$ cat src/rtl/mul2x2_seq_ctrl_if.sv
// Bundle for the mul2x2_seq_ctrl controller: the operand handshake, the result
// handshake, the 2x2 partial-product unit connection and the busy flag.
//   master : operand source, result sink and 2x2 unit (drive in_valid, a, b,
//            out_ready and pp_res)
//   slave  : the controller (drives in_ready, pp_a, pp_b, out_valid, product
//            and busy)
// Parameter WIDTH is the operand width and must match the controller's WIDTH.
interface mul2x2_seq_ctrl_if #(
  parameter int unsigned WIDTH = 8
);
  logic                 in_valid;
  logic                 in_ready;
  logic [WIDTH-1:0]     a;
  logic [WIDTH-1:0]     b;
  logic [1:0]           pp_a;
  logic [1:0]           pp_b;
  logic [3:0]           pp_res;
  logic                 out_valid;
  logic                 out_ready;
  logic [2*WIDTH-1:0]   product;
  logic                 busy;

  modport master (
    output in_valid, a, b, pp_res, out_ready,
    input  in_ready, pp_a, pp_b, out_valid, product, busy
  );

  modport slave (
    input  in_valid, a, b, pp_res, out_ready,
    output in_ready, pp_a, pp_b, out_valid, product, busy
  );
endinterface

$ cat src/rtl/mul2x2_seq_ctrl.sv
// Iterative WIDTH x WIDTH unsigned multiplier controller. It time-shares one
// external combinational 2x2 partial-product unit. The controller steps over
// every pair of 2-bit operand digits (i outer, j inner). It accumulates each
// 4-bit partial product at weight 4^(i+j).
// Ports:
//   clk  - rising-edge clock
//   rst  - synchronous, active-high reset
//   bus  - mul2x2_seq_ctrl_if.slave:
//          operand handshake (in_valid/in_ready, a, b),
//          result handshake (out_valid/out_ready, product),
//          2x2 unit connection (pp_a, pp_b out; pp_res in, same-cycle),
//          busy (high while iterating).
// Optional feature: define ZERO_SKIP_EN to complete a zero operand pair
// directly (IDLE -> DONE, product 0) without iterating.
module mul2x2_seq_ctrl #(
  parameter int unsigned WIDTH = 8
) (
  input  logic           clk,
  input  logic           rst,
  mul2x2_seq_ctrl_if.slave bus
);
  localparam int unsigned D  = WIDTH / 2;
  localparam int unsigned IW = (D > 1) ? $clog2(D) : 1;
  localparam int unsigned PW = 2 * WIDTH;
  localparam logic [IW-1:0] DLAST = IW'(D - 1);

  typedef enum logic [1:0] {IDLE, RUN, DONE} state_t;

  state_t          state;
  logic [WIDTH-1:0] a_q;
  logic [WIDTH-1:0] b_q;
  logic [PW-1:0]   acc;
  logic [PW-1:0]   acc_nxt;
  logic [IW-1:0]   i;
  logic [IW-1:0]   j;
  logic [IW-1:0]   i_nxt;
  logic [IW-1:0]   j_nxt;
  logic [IW+1:0]   shamt;
  logic            last;

  always_comb begin
    last  = (i == DLAST) && (j == DLAST);
    i_nxt = i;
    j_nxt = j + IW'(1);
    if (j == DLAST) begin
      j_nxt = '0;
      i_nxt = i + IW'(1);
    end
    shamt   = ({2'b00, i} + {2'b00, j}) << 1;
    acc_nxt = acc + (PW'(bus.pp_res) << shamt);
  end

  // The digit outputs are registered. They are preloaded with digit 0 on
  // accept, then with the next step's digits each cycle, so that the 2x2 unit
  // always sees the digits that belong to the current (i, j).
  always_ff @(posedge clk) begin
    if (rst) begin
      state         <= IDLE;
      bus.in_ready  <= 1'b1;
      bus.out_valid <= 1'b0;
      bus.busy      <= 1'b0;
      bus.product   <= '0;
      bus.pp_a      <= '0;
      bus.pp_b      <= '0;
      acc           <= '0;
      i             <= '0;
      j             <= '0;
      a_q           <= '0;
      b_q           <= '0;
    end else begin
      case (state)
        IDLE: begin
          if (bus.in_valid) begin
            a_q          <= bus.a;
            b_q          <= bus.b;
            acc          <= '0;
            i            <= '0;
            j            <= '0;
            bus.in_ready <= 1'b0;
`ifdef ZERO_SKIP_EN
            if (bus.a == '0 || bus.b == '0) begin
              state         <= DONE;
              bus.out_valid <= 1'b1;
              bus.product   <= '0;
            end else begin
              state    <= RUN;
              bus.busy <= 1'b1;
              bus.pp_a <= bus.a[1:0];
              bus.pp_b <= bus.b[1:0];
            end
`else
            state    <= RUN;
            bus.busy <= 1'b1;
            bus.pp_a <= bus.a[1:0];
            bus.pp_b <= bus.b[1:0];
`endif
          end
        end
        RUN: begin
          acc <= acc_nxt;
          i   <= i_nxt;
          j   <= j_nxt;
          if (last) begin
            state         <= DONE;
            bus.product   <= acc_nxt;
            bus.out_valid <= 1'b1;
            bus.busy      <= 1'b0;
            bus.pp_a      <= '0;
            bus.pp_b      <= '0;
          end else begin
            bus.pp_a <= a_q[2*i_nxt +: 2];
            bus.pp_b <= b_q[2*j_nxt +: 2];
          end
        end
        DONE: begin
          if (bus.out_ready) begin
            state         <= IDLE;
            bus.out_valid <= 1'b0;
            bus.in_ready  <= 1'b1;
          end
        end
        default: state <= IDLE;
      endcase
    end
  end
endmodule

$ cat src/flat_wrapper.sv
// flat-port wrapper written by rule: the top's interface ports become plain ports
module mul2x2_seq_ctrl_flat 
#(
  parameter int unsigned WIDTH = 8
)
  (clk, rst, bus_in_valid, bus_a, bus_b, bus_pp_res, bus_out_ready, bus_in_ready, bus_pp_a, bus_pp_b, bus_out_valid, bus_product, bus_busy);
  mul2x2_seq_ctrl_if #(.WIDTH(WIDTH)) bus_i ();
  input  logic clk;
  input  logic rst;
  input wire logic [$bits(bus_i.in_valid)-1:0] bus_in_valid;
  input wire logic [$bits(bus_i.a)-1:0] bus_a;
  input wire logic [$bits(bus_i.b)-1:0] bus_b;
  input wire logic [$bits(bus_i.pp_res)-1:0] bus_pp_res;
  input wire logic [$bits(bus_i.out_ready)-1:0] bus_out_ready;
  output wire logic [$bits(bus_i.in_ready)-1:0] bus_in_ready;
  output wire logic [$bits(bus_i.pp_a)-1:0] bus_pp_a;
  output wire logic [$bits(bus_i.pp_b)-1:0] bus_pp_b;
  output wire logic [$bits(bus_i.out_valid)-1:0] bus_out_valid;
  output wire logic [$bits(bus_i.product)-1:0] bus_product;
  output wire logic [$bits(bus_i.busy)-1:0] bus_busy;
  assign bus_i.in_valid = bus_in_valid;
  assign bus_i.a = bus_a;
  assign bus_i.b = bus_b;
  assign bus_i.pp_res = bus_pp_res;
  assign bus_i.out_ready = bus_out_ready;
  assign bus_in_ready = bus_i.in_ready;
  assign bus_pp_a = bus_i.pp_a;
  assign bus_pp_b = bus_i.pp_b;
  assign bus_out_valid = bus_i.out_valid;
  assign bus_product = bus_i.product;
  assign bus_busy = bus_i.busy;
  mul2x2_seq_ctrl #(.WIDTH(WIDTH)) u_core (.clk(clk), .rst(rst), .bus(bus_i));
endmodule
$ cat config.mk
export PLATFORM = sky130hd
export DESIGN_NAME = mul2x2_seq_ctrl_flat
export DESIGN_NICKNAME = d
export VERILOG_FILES = /design/src/rtl/mul2x2_seq_ctrl_if.sv /design/src/rtl/mul2x2_seq_ctrl.sv /design/src/flat_wrapper.sv
export SDC_FILE = /design/constraint.sdc
export NUM_CORES = 1
export LEC_CHECK = 0
export CAP_MARGIN = 40
export CORE_UTILIZATION = 52
export CTS_CLUSTER_SIZE = 10
export DETAILED_ROUTE_END_ITERATION = 8
export MAX_ROUTING_LAYER = met4
export PLACE_DENSITY = 0.73
export REMOVE_ABC_BUFFERS = 1
export SYNTH_ARGS = -nofsm -noshare
export SYNTH_HDL_FRONTEND = slang
export SYNTH_SLANG_ARGS = --single-unit
$ cat constraint.sdc
create_clock -name clk -period 3.9 [get_ports clk]
set_input_delay 0.39 -clock clk [delete_from_list [all_inputs] [get_ports clk]]
set_output_delay 0.39 -clock clk [all_outputs]
set_load 0.005 [all_outputs]
==> results of run 1 <==
==> layer usage <==
layer | part of all wire (%) | vias up | track usage [%] | wire length (um)
li1 | - | 1582 | - | -
met1 | 45 | 1424 | 30.84 | 3636
met2 | 47 | 89 | 41.72 | 3827
met3 | 4.3 | 24 | 4.945 | 349
met4 | 3.1 | 0 | 13.28 | 247
met5 | 0 | - | - | 0
==> critical path: cells and delay by family (launching register included) <==
family	cells	cell delay (ns)
flops	1	0.39
fa+ha+maj	4	1.38
compound gates	4	0.64
buf+inv	2	0.10
simple gates	4	0.95
==> worst paths after layout <==
| check | end | from | slack (ns) |
|---|---|---|---|
| hold / removal | u_core.bus.product[11]$_SDFFE_PP0P_ | u_core.bus.product[11]$_SDFFE_PP0P_ | 0.45 |
| setup reg to reg | u_core.bus.product[10]$_SDFFE_PP0P_ | u_core.i[0]$_SDFFE_PP0P_ | 0.36 |
| hold reg to reg | u_core.bus.product[11]$_SDFFE_PP0P_ | u_core.bus.product[11]$_SDFFE_PP0P_ | 0.45 |
| setup / recovery | u_core.bus.product[10]$_SDFFE_PP0P_ | u_core.i[0]$_SDFFE_PP0P_ | 0.36 |
==> layout make-up <==
class / instances / area share (%)
clock buffer: 13 / 4.108
timing repair buffer: 51 / 11.99
sequential: 61 / 29.70
inverter: 11 / 1.004
multi-input combinational: 332 / 48.66
clock inverter: 3 / 2.191
tap: 77 / 2.343
==> registers in the layout, indices dropped and copies added, names as in the netlist <==
name,count
u_core.bus.busy,1
u_core.bus.in_ready,1
u_core.bus.pp_a,2
u_core.bus.product,16
u_core.b_q,8
u_core.acc,16
u_core.state,2
u_core.bus.out_valid,1
u_core.a_q,8
u_core.i,2
u_core.j,2
u_core.bus.pp_b,2
==> through the flow <==
stage	utilization, %	cell area (um2)
6_report	65.12	4111
5_1_grt	65.12	4111
4_1_cts	65.12	4111
3_5_place_dp	61.02	3852
3_3_place_gp	61.02	3852
2_1_floorplan	-	3263
==> power groups by stage <==
| stage | Clock, mW | Combinational [mW] | Sequential (mW) |
|---|---|---|---|
| 2_1_floorplan | 0 | 0.114 | 0.670 |
| 3_3_place_gp | 0 | 0.189 | 0.673 |
| 3_5_place_dp | 0 | 0.192 | 0.673 |
| 5_1_grt | 0.761 | 0.216 | 0.661 |
| 6_report | 0.721 | 0.193 | 0.659 |
| 4_1_cts | 0.733 | 0.194 | 0.659 |
==> logic make-up (layout without fill, tap and decap cells) <==
| family | count (synthesis) | after routing |
|---|---|---|
| multiplexers | 7 | 7 |
| AND/OR/NAND/NOR | 174 | 174 |
| buffers and inverters | 40 | 78 |
| XOR/XNOR | 14 | 14 |
| flip-flops | 61 | 61 |
| AO/OA/AOI/OAI | 117 | 117 |
| adder cells (fa/ha/maj) | 20 | 20 |
==> synth_stat cells, drive strengths merged (5+ instances only) <==
master  instances
o211ai          6
dfxtp          61
a31oi           7
nand4           6
ha             18
xor2            6
a211oi          5
o21ai          18
clkbuf         16
buf            13
nand3          16
nand2          88
inv            11
nand2b          7
a21oi          59
xnor2           8
nor2           38
==> layout by cell type (no fill, tap or decap), types with 2 or more instances in the layout <==
cell / Yosys / routed
clkbuf_8: 0 / 12
a22o_1: 2 / 2
o31ai_1: 2 / 2
xor2_1: 6 / 6
mux2i_1: 3 / 3
or2_2: 2 / 2
nor2b_1: 4 / 4
nor2_1: 38 / 38
xnor2_1: 8 / 8
ha_1: 18 / 18
or4_1: 2 / 2
o31ai_2: 2 / 2
a21o_1: 3 / 3
nand3_1: 16 / 16
o21ai_1: 5 / 5
fa_1: 2 / 2
and3_1: 4 / 4
a21oi_1: 58 / 58
buf_4: 0 / 5
o22ai_1: 2 / 2
o211ai_2: 2 / 2
nand2_1: 88 / 88
nand4_1: 6 / 6
inv_1: 11 / 11
nand2b_1: 7 / 7
o211ai_1: 4 / 4
mux4_2: 4 / 4
a211oi_1: 5 / 5
bufinv_16: 0 / 3
clkdlybuf4s50_1: 0 / 45
nor3_1: 4 / 4
a31oi_1: 7 / 7
dfxtp_1: 61 / 61
o21ai_0: 12 / 12
==> metrics.md, run 1 <==
| Metric | Value |
|---|---|
| Clk Latency, worst-skew pair | 0.34 ns |
| Leakage power | 1.568 nW |
| Core area | 6314 um2 |
| Largest family of logic cells by synthesized area | simple AND/OR/NAND/NOR gates |
| Arrival time worst endpoint | 3.81 ns |
| Area added between synthesis and finish | 21.39% |
| Crit path cell chain | ha_1 > inv_1 > fa_1 > nand2_1 > nor2_1 > ha_1 > inv_1 > fa_1 > and2b_1 > o2111ai_2 > a21boi_2 > a41oi_2 > or4_1 > o211ai_2 |
| Status | completed |
| Final min period | 3.540 ns |
| Initial antenna violation count | 0 |
| Mapped Area | 3387 um2 |
| Initial core utilization | 53.65% |
| Post-synth top area share | 36.05% |
| Sw frac | 23.11% |
| Synth warn | 0 |
| Max Cap Viol | 0 |
| GP Congestion | 0.9552 |
| Rows | 29 |
| CTS tree | done |
| Footprint of the multi-input gates | 2001 um2 |
| Slew HR | 45.48% |
| Diodes inserted | 0 |
| Clock transition at path regs | 0.07 ns |
| Post-DP HPWL | 5710 um |
| Synth area leaders | dfxtp_1, nand2_1, a21oi_1, ha_1, nor2_1 |
| Final Cycle Share | 90.78% |
| Remaining Overflow, GRT | 0 |
| Slowest cell on the critical path | fa_1 |
| Gr usage total | 25.96% |
| Reg2Reg Depth | 14 |
| Share of cells above drive strength 1 | 7.856% |
| Ys async rst share | 0% |
| Mux contribution to synthesized area | 3.546% |
| Top achievable clock speed | 282.5 MHz |
| WL per Instance | 14.71 um |
| Xor/xnor share of the synthesized area | 3.620% |
| WS Path Type | reg -> reg |
| Placed cell count | 532 |
| Clk pwr share | 45.8% |
| Count of pins over their slew limit | 0 |
| Combinational share of power | 12.3% |
| Port buffer count | 46 |
| Worst Hold Class | reg -> reg |
| WL final | 8061 um |
| DRC Markers | 0 |
| Syn_area_per_cell | 7.822 um2 |
| Final hold vios | 0 |
| Hold depth | 2 |
| Tot Pwr | 1.573 mW |
| Layout Cells excl Fill | 548 |
| CTS max path bufs | 2 |
| Vias in the first global route | 2746 |
| CP required | 4.17 ns |
| TritonCTS buffer count | 9 |
| H-tree depth | 3 |
| Worst VDD drop | 0.0002857 V |
| Setup Fix Bufs, Post-CTS | 0 |
| Post-DRT Antenna Nets | 0 |
| Die height | 82.71 um |
| Netlist cell types | 49 |
| Post-synthesis compound-gate area fraction | 21.87% |
| TritonRoute pass-1 iters | 5 |
| Post-CTS Resized | 0 |
| Largest net degree at the start of global routing | 34 |
| Area share of fa/ha/maj cells after synthesis | 7.832% |
| Critical path fanouts, max | 9 |
| Sequential power share | 41.9% |
| Via density | 5.692 |
| Int Power | 1.209 mW |
| Setup TNS | 0 ns |
| Cell count after synthesis | 433 |
| FF+latch area | 1221 um2 |
| Clk_skew | 0.01273 ns |
| Seq cells post-synth | 61 |
| PwrDens | 382.6 nW/um2 |
| Boundary Pins | 47 |
| Number of flops mapped to enable cells by yosys | 0 |
| Worst Setup Start Kind | register |
| Initial drt markers | 149 |
| Die W | 82.71 um |
| CTS Sinks | 61 |
| First-pass GRT wire length | 12620 um |
| Pre-CTS WS | 0.4238 ns |
| Crit. End Element | register |
| Worst hold slack | 0.4524 ns |
| Final setup vio count | 0 |
| Final nets | 510 |
| Ys flop type | dfxtp_1 |
| Root buffer cell | clkbuf_8 |
| Final Worst Setup Slack | 0.3596 ns |
| Post-synthesis simple-gate area fraction | 22.20% |
| Total die area | 6840 um2 |
| Switch Pwr | 363.6 uW |
| RSZ-0062 raised after global routing | false |
| Routed vias | 3119 |
| Fillers | 570 |
| Worst-Margin Slew | 0.8178 ns |
| Slowest stage delay, CP | 0.63 ns |
| Seq/Total Area, Yosys | 36.05% |
| Area leader, netlist | dfxtp_1 |
| Cts-stage hold buffer count | 0 |
(Power assumes the default switching activity.)
==> run 2, diff against run 1 <==
--- a/config.mk
+++ b/config.mk
@@ -7,4 +7,5 @@
 export LEC_CHECK = 0
 export CAP_MARGIN = 40
+export CORE_ASPECT_RATIO = 0.75
 export CORE_UTILIZATION = 52
 export CTS_CLUSTER_SIZE = 10
==> constraint.sdc (replaced) <==
create_clock -name clk -period 3.9 [get_ports clk]
set_input_delay 0.39 -clock clk [delete_from_list [all_inputs] [get_ports clk]]
set_output_delay 0.39 -clock clk [all_outputs]
set_load 0.1 [all_outputs]
==> run 2 against run 1 <==
Clock power fell by 14%; power fell by 2.0%; first-iteration DRC count rose by 46%; sequential power barely moved; non-clock buffer count rose by 22; clock-buffer cell count fell by 3; via count rose by 5.0%; wire length rose by 14%; clock skew fell by 0.0066 ns; largest cell class unchanged.
==> metrics.md, run 2 (synthesis results as in run 1) <==
| Metric | Value |
|---|---|
| Reg2Reg Depth | 14 |
| Routed vias | 3275 |
| Met1 GRT Util | 42.49% |
| Slowest cell on the critical path | fa_1 |
| Setup TNS | 0 ns |
| Clock transition at path regs | 0.07 ns |
| Via density | 5.706 |
| FF-to-FF setup slack | 0.20 ns |
| Slew HR | 44.32% |
| Setup Fix Bufs, Post-CTS | 0 |
| WS Path Type | reg -> reg |
| Tot Pwr | 1.541 mW |
| Most frequent cells in the layout | nand2_1, dfxtp_1, a21oi_1 |
| Leakage power | 1.706 nW |
| Hold depth | 2 |
| TritonRoute pass-1 iters | 5 |
| Sequential power share | 42.8% |
| Initial antenna violation count | 0 |
| Cts-stage hold buffer count | 0 |
| RR Endpoint | u_core.bus.product[10]$_SDFFE_PP0P_ |
| Switch Pwr | 434.5 uW |
| Worst Hold Class | reg -> reg |
| GR met3 Demand/Resource | 6.289% |
| GP Congestion | 0.9627 |
| Slowest stage delay, CP | 0.64 ns |
| Initial core utilization | 53.87% |
| Layout Cells excl Fill | 574 |
| RSZ-0062 raised after global routing | false |
| Top achievable clock speed | 270.4 MHz |
| Final Util | 70.19% |
| Clk Latency, worst-skew pair | 0.34 ns |
| Initial drt markers | 217 |
| Worst hold slack | 0.4555 ns |
| Placed Area | 4195 um2 |
| Status | completed |
| Sw frac | 28.20% |
| Share of cells above drive strength 1 | 12.17% |
| PwrDens | 349.1 nW/um2 |
| Final Worst Setup Slack | 0.2021 ns |
| Total die area | 6844 um2 |
| CTS tree | done |
| Vias in the first global route | 3064 |
| H-tree depth | 3 |
| Root buffer cell | clkbuf_8 |
| Remaining Overflow, GRT | 0 |
| Commonest non-fill, non-tap cell in the layout | nand2_1 |
| CTS max path bufs | 2 |
| Max Cap Viol | 0 |
| Core area | 6287 um2 |
| Worst R2R Start | u_core.i[0]$_SDFFE_PP0P_ |
| Count of pins over their slew limit | 0 |
| Final min period | 3.698 ns |
| Placed cell count | 558 |
| Boundary Pins | 47 |
| Arrival time worst endpoint | 3.97 ns |
| Rows | 25 |
| Top flop regs | u_core.acc x16, u_core.bus.product x16 |
| Final std cell area, no fill | 4413 um2 |
| Final Cycle Share | 94.82% |
| Diodes inserted | 0 |
| Die height | 71.90 um |
| Hold path startpoint | u_core.b_q[7]$_SDFFE_PP0P_ |
| Combinational share of power | 16.9% |
| DRC Markers | 0 |
| TritonCTS buffer count | 9 |
| Largest delay share family, worst path | adder cells |
| CTS Sinks | 61 |
| Worst Hold Path EP | u_core.b_q[7]$_SDFFE_PP0P_ |
| Crit. End Element | register |
| Clk pwr share | 40.3% |
| Worst Setup Start Kind | register |
| Largest net degree at the start of global routing | 54 |
| Pre-CTS WS | 0.2841 ns |
| First-pass GRT wire length | 14970 um |
| Worst-Margin Slew | 0.8351 ns |
| Post-DP HPWL | 6563 um |
| Final nets | 532 |
| WL per Instance | 15.98 um |
| Port buffer count | 46 |
| Die W | 95.19 um |
| Crit path cell chain | ha_1 > inv_1 > fa_1 > nand2_1 > nor2_1 > ha_1 > inv_1 > fa_1 > and2b_1 > o2111ai_2 > a21boi_2 > a41oi_2 > or4_1 > o211ai_2 |
| Routing usage on met2 | 42.30% |
| Post-DRT Antenna Nets | 0 |
| WL final | 9171 um |
| CP required | 4.17 ns |
| Final setup vio count | 0 |
| Busiest layer in global routing | met1 |
| Gr usage total | 29.59% |
| Final hold vios | 0 |
| Clk_skew | 0.006143 ns |
| Int Power | 1.106 mW |
| Critical path fanouts, max | 9 |
| Area added between synthesis and finish | 30.29% |
| Buffer and inverter count on the worst path | 2 |
| Worst VDD drop | 0.0002096 V |
## run 2: changes by cell type in the layout (fill, tap and decap cells not counted)
cell,delta
buf_8,+23
bufinv_16,-1
buf_4,-1
clkbuf_8,-3
clkinvlp_4,+1
a21oi_2,+1
clkinv_2,+2
a21oi_1,-1
inv_6,+1
## run 2: worst max-delay path by stage
stage / end / depth (start not counted) / from / slack [ns]
after CTS: u_core.bus.product[10]$_SDFFE_PP0P_ / 14 / u_core.i[0]$_SDFFE_PP0P_ / 0.27
after detailed placement: u_core.acc[12]$_SDFFE_PP0P_ / 14 / u_core.i[0]$_SDFFE_PP0P_ / 0.28
after floorplan: u_core.bus.product[10]$_SDFFE_PP0P_ / 12 / u_core.i[0]$_SDFFE_PP0P_ / 0.65
after global placement: u_core.acc[12]$_SDFFE_PP0P_ / 14 / u_core.i[0]$_SDFFE_PP0P_ / 0.49
after global routing: u_core.bus.product[10]$_SDFFE_PP0P_ / 14 / u_core.i[0]$_SDFFE_PP0P_ / 0.003
final: u_core.bus.product[10]$_SDFFE_PP0P_ / 14 / u_core.i[0]$_SDFFE_PP0P_ / 0.20
## run 2: what timing repair did
item,CTS,global route
hold endpoints to repair,0,0
gates resized for setup,0,1
setup endpoints to repair,0,2
## run 2: worst reg2reg max path, delay by kind of cell (launching register included)
family          cells  cell delay [ns]
fa+ha+maj           4             1.42
simple gates        4             1.01
compound gates      4             0.67
flops               1             0.41
buf+inv             2             0.11
## run 2: routing by layer
metal	up-vias	part of all wire (%)
met5	-	0
met4	0	1.2
met3	13	6.3
met2	121	43
met1	1516	50
li1	1625	-
## run 2: cell type report
class | instances | area [um2]
multi-input cells | 332 | 2004
repair buffers | 73 | 830.8
flip-flops and latches | 61 | 1221
well taps | 81 | 101.3
inverters | 11 | 41.29
clock inverters | 6 | 86.33
clock buffers | 10 | 127.6
fillers | 521 | 1874
## run 2: power by group through the flow
stage	clock network, mW	registers, mW	logic (mW)
after floorplan	0	0.713	0.114
after global placement	0	0.673	0.235
after detailed placement	0	0.674	0.255
after CTS	0.625	0.660	0.258
after global routing	0.655	0.662	0.281
final	0.621	0.660	0.260
